[src/rtl/bf16_pkg.sv]
// bf16_pkg: shared bfloat16 class encoding, field positions and queue entry.
package bf16_pkg;

    typedef enum logic [2:0] {
        BF16_ZERO,
        BF16_SUBNORMAL,
        BF16_NORMAL,
        BF16_INF,
        BF16_NAN
    } bf16_class_t;

    localparam logic [7:0] BF16_EXP_MAX = 8'd255;
    localparam int BF16_EXP_LSB = 7;
    localparam int BF16_EXP_MSB = 14;
    localparam int BF16_SIGN = 15;

    typedef struct packed {
        logic [15:0] a;
        logic [15:0] b;
        bf16_class_t class_a;
        bf16_class_t class_b;
    } bf16_entry_t;

endpackage

[src/rtl/bf16_classify.sv]
// bf16_classify: combinational bfloat16 operand classifier.
// Define BF16_DAZ_EN to flush subnormals to signed zero.
module bf16_classify
    import bf16_pkg::*;
(
    input  logic [15:0] operand,
    output logic [15:0] adjusted,
    output bf16_class_t op_class
);

    logic [7:0] exp_f;
    logic [6:0] man_f;

    assign exp_f = operand[BF16_EXP_MSB:BF16_EXP_LSB];
    assign man_f = operand[BF16_EXP_LSB-1:0];

    always_comb begin
        adjusted = operand;
        op_class = BF16_NORMAL;
        unique case (1'b1)
            (exp_f == 8'd0) && (man_f == 7'd0): op_class = BF16_ZERO;
            (exp_f == 8'd0) && (man_f != 7'd0): begin
`ifdef BF16_DAZ_EN
                adjusted = {operand[BF16_SIGN], 15'b0};
                op_class = BF16_ZERO;
`else
                op_class = BF16_SUBNORMAL;
`endif
            end
            (exp_f == BF16_EXP_MAX) && (man_f == 7'd0): op_class = BF16_INF;
            (exp_f == BF16_EXP_MAX) && (man_f != 7'd0): op_class = BF16_NAN;
            default: op_class = BF16_NORMAL;
        endcase
    end

endmodule

[src/rtl/bf16_operand_queue.sv]
// bf16_operand_queue: classified operand-pair FIFO feeding bfloat16_adder.
// Define BF16_DAZ_EN to flush subnormal operands to signed zero on push.
module bf16_operand_queue
    import bf16_pkg::*;
#(
    parameter int DEPTH = 4,
    parameter int CNT_W = $clog2(DEPTH + 1)
) (
    input  logic             clock,
    input  logic             reset,
    input  logic             in_valid,
    output logic             in_ready,
    input  logic [15:0]      in_a,
    input  logic [15:0]      in_b,
    input  logic             adder_ready,
    output logic [15:0]      a,
    output logic [15:0]      b,
    output logic             out_valid,
    output bf16_class_t      class_a,
    output bf16_class_t      class_b,
    output logic [CNT_W-1:0] count,
    output logic             empty,
    output logic             full,
    output logic [15:0]      issued
);

    localparam int PTR_W = $clog2(DEPTH);

    bf16_entry_t      mem [DEPTH];
    bf16_entry_t      wr_entry;
    bf16_entry_t      head;
    logic [PTR_W-1:0] wr_ptr;
    logic [PTR_W-1:0] rd_ptr;
    logic [15:0]      adj_a;
    logic [15:0]      adj_b;
    bf16_class_t      cls_a;
    bf16_class_t      cls_b;
    logic             push;
    logic             pop;

    bf16_classify u_cls_a (
        .operand  (in_a),
        .adjusted (adj_a),
        .op_class (cls_a)
    );

    bf16_classify u_cls_b (
        .operand  (in_b),
        .adjusted (adj_b),
        .op_class (cls_b)
    );

    assign wr_entry = '{a: adj_a, b: adj_b, class_a: cls_a, class_b: cls_b};
    assign head     = mem[rd_ptr];

    // Flags come from the registered count only, so in_ready never sees adder_ready.
    assign empty    = (count == '0);
    assign full     = (count == CNT_W'(DEPTH));
    assign in_ready = ~full;
    assign push     = in_valid & in_ready;
    assign pop      = adder_ready & ~empty;

    always_ff @(posedge clock) begin
        if (push) begin
            mem[wr_ptr] <= wr_entry;
        end
    end

    always_ff @(posedge clock) begin
        if (reset) begin
            wr_ptr    <= '0;
            rd_ptr    <= '0;
            count     <= '0;
            a         <= 16'h0000;
            b         <= 16'h0000;
            out_valid <= 1'b0;
            class_a   <= BF16_ZERO;
            class_b   <= BF16_ZERO;
            issued    <= 16'h0000;
        end else begin
            if (push) begin
                wr_ptr <= wr_ptr + PTR_W'(1);
            end
            if (pop) begin
                rd_ptr <= rd_ptr + PTR_W'(1);
                issued <= issued + 16'd1;
            end
            count <= count + CNT_W'(push) - CNT_W'(pop);
            // An empty queue still answers the adder, with a 0+0 filler pair.
            if (adder_ready) begin
                if (!empty) begin
                    a         <= head.a;
                    b         <= head.b;
                    class_a   <= head.class_a;
                    class_b   <= head.class_b;
                    out_valid <= 1'b1;
                end else begin
                    a         <= 16'h0000;
                    b         <= 16'h0000;
                    class_a   <= BF16_ZERO;
                    class_b   <= BF16_ZERO;
                    out_valid <= 1'b0;
                end
            end
        end
    end

endmodule

[config.mk]
export PLATFORM = sky130hd
export DESIGN_NAME = bf16_operand_queue
export DESIGN_NICKNAME = d
export VERILOG_FILES = /design/src/rtl/bf16_pkg.sv /design/src/rtl/bf16_classify.sv /design/src/rtl/bf16_operand_queue.sv
export SDC_FILE = /design/constraint.sdc
export NUM_CORES = 1
export LEC_CHECK = 0
export CORE_MARGIN = 1.5
export CORE_UTILIZATION = 38
export CTS_CLUSTER_SIZE = 8
export DETAILED_ROUTE_END_ITERATION = 8
export GPL_TIMING_DRIVEN = 0
export PLACE_DENSITY_LB_ADDON = 0.12
export SKIP_CTS_REPAIR_TIMING = 1
export SYNTH_ARGS = -nofsm -noshare
export SYNTH_HDL_FRONTEND = slang
export SYNTH_HIERARCHICAL = 1
export SYNTH_SLANG_ARGS = --single-unit
[constraint.sdc]
create_clock -name clock -period 3.3 [get_ports clock]
set_clock_uncertainty 0.05 [all_clocks]
set_input_delay 0.825 -clock clock [delete_from_list [all_inputs] [get_ports clock]]
set_output_delay 0.825 -clock clock [all_outputs]
set_load 0.005 [all_outputs]
==> flow_summary.yaml, run 1 <==
cells_and_area:
  drive_gt1_share_pct: 18.01
  final_area_um2: 10720
  diodes: 0
  num-nets-final: 727
  finalNonFillerCells: 985
  area_growth_pct: 26.20
power:
  power.density_nw_per_um2: 724.0
  leakage_uw: 0.003595
  ir_worst_vdd_mv: 0.3815
global_route:
  grt_pass1_wl_um: 28130
  grt-ovfl-total: 0
  first_global_vias: 4982
  grt.total_usage_pct: 15.60
  antenna_found_initial: 0
  grt_max_degree: 32
synth:
  netlist_area_um2: 8497
  synthTopCellsByArea: "edfxtp_1, dfxtp_1, mux4_2"
  async_flop_share_pct: 0
  syn-num-nets: 598
  synth_edf_count: 152
  avgSynthCellArea_um2: 15.34
  synth_cell_types: 42
  ys_warn_count: 6
  synth_ff_type: "edfxtp_1"
  yosysSeqAreaShare_pct: 68.80
  yosys.area.top_type_share_pct: 53.72
  synth-seq-cells: 216
  synth_largest_area_cell: "edfxtp_1"
  syn_inst: 554
placed_design:
  dpl.cell_count: 932
  dpl_worst_slack_ns: -0.6649
  dpl.hpwl_um: 11400
  dpl-instance-area_um2: 9873
  place.gp.congestion: 0.7726
  port_buffers: 94
flow_run:
  cap_violations: 0
timing:
  rsz0062_at_grt: "false"
  finalCritPeriodShare_pct: 93.35
  tightest_slew_ns: 0.7765
  setup_violations: 0
  whs_ns: 0.4337
  setup-tns-final_ns: 0
  fin_ws_ns: 0.2193
  hold_violations: 0
  drv_slew: 0
  max-slew-margin-rel_pct: 47.79
  post-route-min-period_ns: 3.081
  fmax_ghz: 0.3246
critical_path:
  crit_type: "register to primary output"
  r2r-start: "count[1]"
  critical_path.top_delay_family: "buffers and inverters"
  startpoint_type: "register"
  max_stage_delay_ns: 0.49
  crit_chain: "or3b_2, clkbuf_1, inv_1, clkdlybuf4s50_1"
  cp_num_buf_inv: 3
  cp_max_fo: 7
  end_kind: "primary output"
  cp.required_ns: 2.42
  arrival_ns: 2.21
  critPathLaunch: "count[2]"
  cp_slowest_cell: "clkdlybuf4s50_1"
floorplanning:
  die_h_um: 152.5
  num_io_pins: 97
  start_util_pct: 38.81
  rows: 54
  fp.dieW_um: 152.5
  core_um2: 21890
  dieArea_um2: 23270
drt:
  drc: 0
  avgRoutedWirePerCell_um: 18.32
  drt-initial-drc-count: 184
  via_count: 4860
  drt-pass1-iter-count: 5
  postRouteAntennaNets: 0
  routed_via_density: 4.934
  finalWirelength_um: 18040
clock_tree:
  cts_buffers: 30
  cts.path.max_buffers: 3
  cts_tree: "done"
  clk_pin_slew_ns: 0.05
  htreeDepth: 1
  worstSkewPairLatency_ns: 0.54
  cts_sinks: 216
  cts_root_buf: "clkbuf_16"
hold_path:
  worstHoldPathType: "register to register"
  holdCritStartpoint: "out_valid"
status:
  status: "completed"
## sequential cells by signal (all words and copies together) (netlist names), 2 cells and up, named ones only
register,cells
mem,152
a,16
b,16
issued,16
class_a,3
class_b,3
count,3
rd_ptr,2
wr_ptr,2
## logic make-up (layout without fill, tap and decap cells)
| logic type | Yosys count | after routing | share of synthesized area [%] |
|---|---|---|---|
| multiplexers | 39 | 39 | 10.20 |
| AND/OR/NAND/NOR | 151 | 151 | 9.837 |
| flip-flops | 216 | 216 | 68.80 |
| buffers and inverters | 68 | 219 | 4.638 |
| AO/OA/AOI/OAI | 58 | 58 | 3.814 |
| XOR/XNOR | 14 | 14 | 1.443 |
| adder cells (fa/ha/maj) | 8 | 8 | 1.266 |
## metrics by stage
step | total power (uW) | utilization (%)
after global placement | 5031 | 44.71
after CTS | 7864 | 49.00
after global routing | 8122 | 48.98
final | 7763 | 48.98
after detailed placement | 5075 | 45.10
after floorplan | 4399 | -
## where the power goes
group	leakage (uW)	internal (uW)	switching, uW
Sequential	0.00192	3260	139
Combinational	0.00127	842	751
Clock	0.000404	1690	1080
Total	0.00359	5790	1970
## metal layers
layer	track usage [%]	part of all wire, %	wire length [um]
met3	2.730	5.1	929
met2	25.92	48	8575
met1	21.10	46	8248
met5	0	0	0
met4	4.579	1.6	291
## cells in the final DEF (no fill, tap or decap), types with 2 or more instances in the layout
cell type,count
inv_1,10
nand2b_1,2
buf_4,32
buf_2,4
a21oi_1,47
nand4_1,7
buf_12,4
nor2_1,56
a31o_2,3
nand2_1,12
edfxtp_1,152
nor3_1,6
nand3_1,4
clkdlybuf4s50_1,94
and4bb_1,2
nor2b_1,40
o31ai_1,2
clkbuf_16,30
nor4_4,2
ha_1,7
and3_2,4
mux4_2,38
or3_1,2
xor2_1,5
a211oi_1,2
nor4_1,8
xnor2_1,9
dfxtp_1,64
clkbuf_1,40
## tightest hold or removal path, cell delays in order, from the launching register on
cell	delay [ns]
dfxtp_1	0.31
nand2b_1	0.07
a21oi_1	0.06
## path summary, 6_finish.rpt
path / end / depth (start not counted) / slack (ns)
worst max-delay path: full / 4 / 0.22
worst min-delay path: out_valid / 2 / 0.43
worst max register to register: count[2] / 10 / 0.28
worst min register to register: out_valid / 2 / 0.43
## cells in the mapped netlist (3+ instances only)
library cell	number
edfxtp_1	152
and3_1	4
buf_2	4
nor4_1	8
nand4_1	7
xnor2_1	9
nand2_1	12
nor2b_1	40
dfxtp_1	64
nor3_1	6
ha_1	7
nor2_1	56
nand3_1	4
a31o_2	3
clkbuf_1	18
mux4_2	38
inv_1	10
xor2_1	5
a21oi_1	47
buf_4	32
## layout make-up
class / count / area, um2
fill: 1886 / 11170
sequential: 216 / 5846
multi-input combinational: 270 / 2262
timing repair buffer: 98 / 1021
clock buffer: 53 / 837.1
tap: 280 / 350.3
buffer: 56 / 349.1
inverter: 11 / 41.29
clock inverter: 1 / 16.27
Power figures use the tool's default switching activity.
==> run 2, diff against run 1 <==
--- a/config.mk
+++ b/config.mk
@@ -11,6 +11,7 @@
 export DETAILED_ROUTE_END_ITERATION = 8
 export GPL_TIMING_DRIVEN = 0
 export PLACE_DENSITY_LB_ADDON = 0.12
+export REMOVE_ABC_BUFFERS = 1
 export SKIP_CTS_REPAIR_TIMING = 1
 export SYNTH_ARGS = -nofsm -noshare
 export SYNTH_HDL_FRONTEND = slang
==> run 2 against run 1 <==
Compared with the run above: worst setup slack improved by 0.084 ns; first-iteration DRC count increased by 42%; critical endpoint unchanged; clock power about the same.
==> flow_summary.yaml, run 2 (synthesis gave the netlist of run 1 again) <==
power:
  leakage_uw: 0.003433
  power.density_nw_per_um2: 739.2
  swShare_pct: 24.85
  p_clk_share_pct: 36.1
  power_frac_seq_pct: 45.6
  total_power_uw: 7746
  intPower_uw: 5821
  ir_worst_vdd_mv: 0.4137
  combPwrFrac_pct: 18.3
  power_switching_uw: 1925
cells_and_area:
  final_cell_mix: "edfxtp_1, clkdlybuf4s50_1, dfxtp_1, nor2_1, a21oi_1"
  layout_commonest_cell: "edfxtp_1"
  finalNonFillerCells: 936
  num-nets-final: 675
  area_growth_pct: 23.32
  drive_gt1_share_pct: 14.66
  largest_reg_flops: 152
  multi_input_area_um2: 2267
  seqCellArea_um2: 5851
  top_register: "mem"
  fillCellCount: 1940
hold_path:
  worstHoldPathType: "register to register"
  holdCritStartpoint: "out_valid"
  min_to: "out_valid"
  min_delay_path_depth: 2
critical_path:
  startpoint_type: "register"
  arrival_ns: 2.12
  critical_path.top_delay_family: "buffers and inverters"
  crit_chain: "or3b_2, inv_1, clkdlybuf4s50_1"
  crit_type: "register to primary output"
  timing.rr.end: "count[2]"
  crit_cells: 3
  cp.required_ns: 2.42
  r2r_slack_ns: 0.54
  cp_max_fo: 7
  cp_num_buf_inv: 2
  max_stage_delay_ns: 0.56
  r2r-start: "count[2]"
  end_kind: "primary output"
  r2r_cells: 11
  cp_slowest_cell: "or3b_2"
clock_tree:
  cts_buffers: 30
  cts.path.max_buffers: 3
  htreeDepth: 1
  clk_pin_slew_ns: 0.05
  worstSkewPairLatency_ns: 0.53
  cts_tree: "done"
  cts_sinks: 216
  cts_root_buf: "clkbuf_16"
floorplanning:
  rows: 54
  dieArea_um2: 23270
  start_util_pct: 38.81
  die_h_um: 152.5
  fp.dieW_um: 152.5
  core_um2: 21890
  num_io_pins: 97
global_route:
  antenna_found_initial: 2
  grt.total_usage_pct: 15.11
  first_global_vias: 4802
  grt-ovfl-total: 0
  grt_max_degree: 66
  grt_pass1_wl_um: 27360
timing:
  max-slew-margin-rel_pct: 43.83
  setup-tns-final_ns: 0
  fmax_ghz: 0.3337
  hold_violations: 0
  finalCritPeriodShare_pct: 90.80
  tightest_slew_ns: 0.8425
  rsz0062_at_grt: "false"
  setup_violations: 0
  post-route-min-period_ns: 2.996
  drv_slew: 0
  whs_ns: 0.4334
placed_design:
  place.gp.congestion: 0.7454
  dpl.hpwl_um: 10150
  dpl.cell_count: 879
  port_buffers: 96
status:
  status: "completed"
drt:
  drt-pass1-iter-count: 4
  drt-initial-drc-count: 262
  avgRoutedWirePerCell_um: 18.72
  postRouteAntennaNets: 0
  drc: 0
  via_count: 4680
  routed_via_density: 5.000
  finalWirelength_um: 17520
flow_run:
  cap_violations: 0
run 2: worst max path at each step:
stage	startpoint	to	slack [ns]
4_1_cts	adder_ready	count[2]	-0.40
3_3_place_gp	adder_ready	count[2]	-2.82
3_5_place_dp	adder_ready	count[2]	-0.92
2_1_floorplan	adder_ready	count[2]	0.53
5_1_grt	adder_ready	count[2]	0.16
6_report	count[2]	full	0.30
run 2: tightest hold or removal path, delay by kind of cell, from the launching register on:
| kind | cells | cell delay (ns) |
|---|---|---|
| AND/OR/NAND/NOR | 1 | 0.07 |
| flip-flops | 1 | 0.31 |
| AO/OA/AOI/OAI | 1 | 0.06 |
run 2: per-layer routing:
layer  global-route usage [%]  up-vias  part of all wire [%]
li1                         -     2194                     -
met1                    20.16     2364                    45
met2                    25.38      100                    49
met3                    3.072       22                   4.8
met4                    3.800        0                   1.3
met5                        0        -                     0
run 2: cell type report:
type                       instances  share of cell area [%]
timing repair buffer             102                   10.34
inverter                          11                  0.5254
clock buffer                      56                   8.299
multi-input combinational        270                   21.64
tap                              280                   3.343
sequential                       216                   55.83
antenna                            1                 0.02388
run 2: stage by stage:
step / instance area (um2) / worst slack (ns) / utilization (%)
finish: 10480 / 0.3036 / 47.87
global route: 10480 / 0.1614 / 47.86
CTS: 10460 / -0.3961 / 47.76
detailed placement: 9585 / -0.9232 / 43.79
global placement: 9455 / -2.823 / 43.19
floorplan: 8144 / 0.5259 / -
run 2: power groups by stage:
stage	registers [uW]	clock network [uW]	logic [uW]
floorplan	3540	0	791
global placement	3620	0	1380
detailed placement	3600	0	1420
CTS	3550	2870	1430
global route	3590	2990	1550
finish	3530	2800	1420
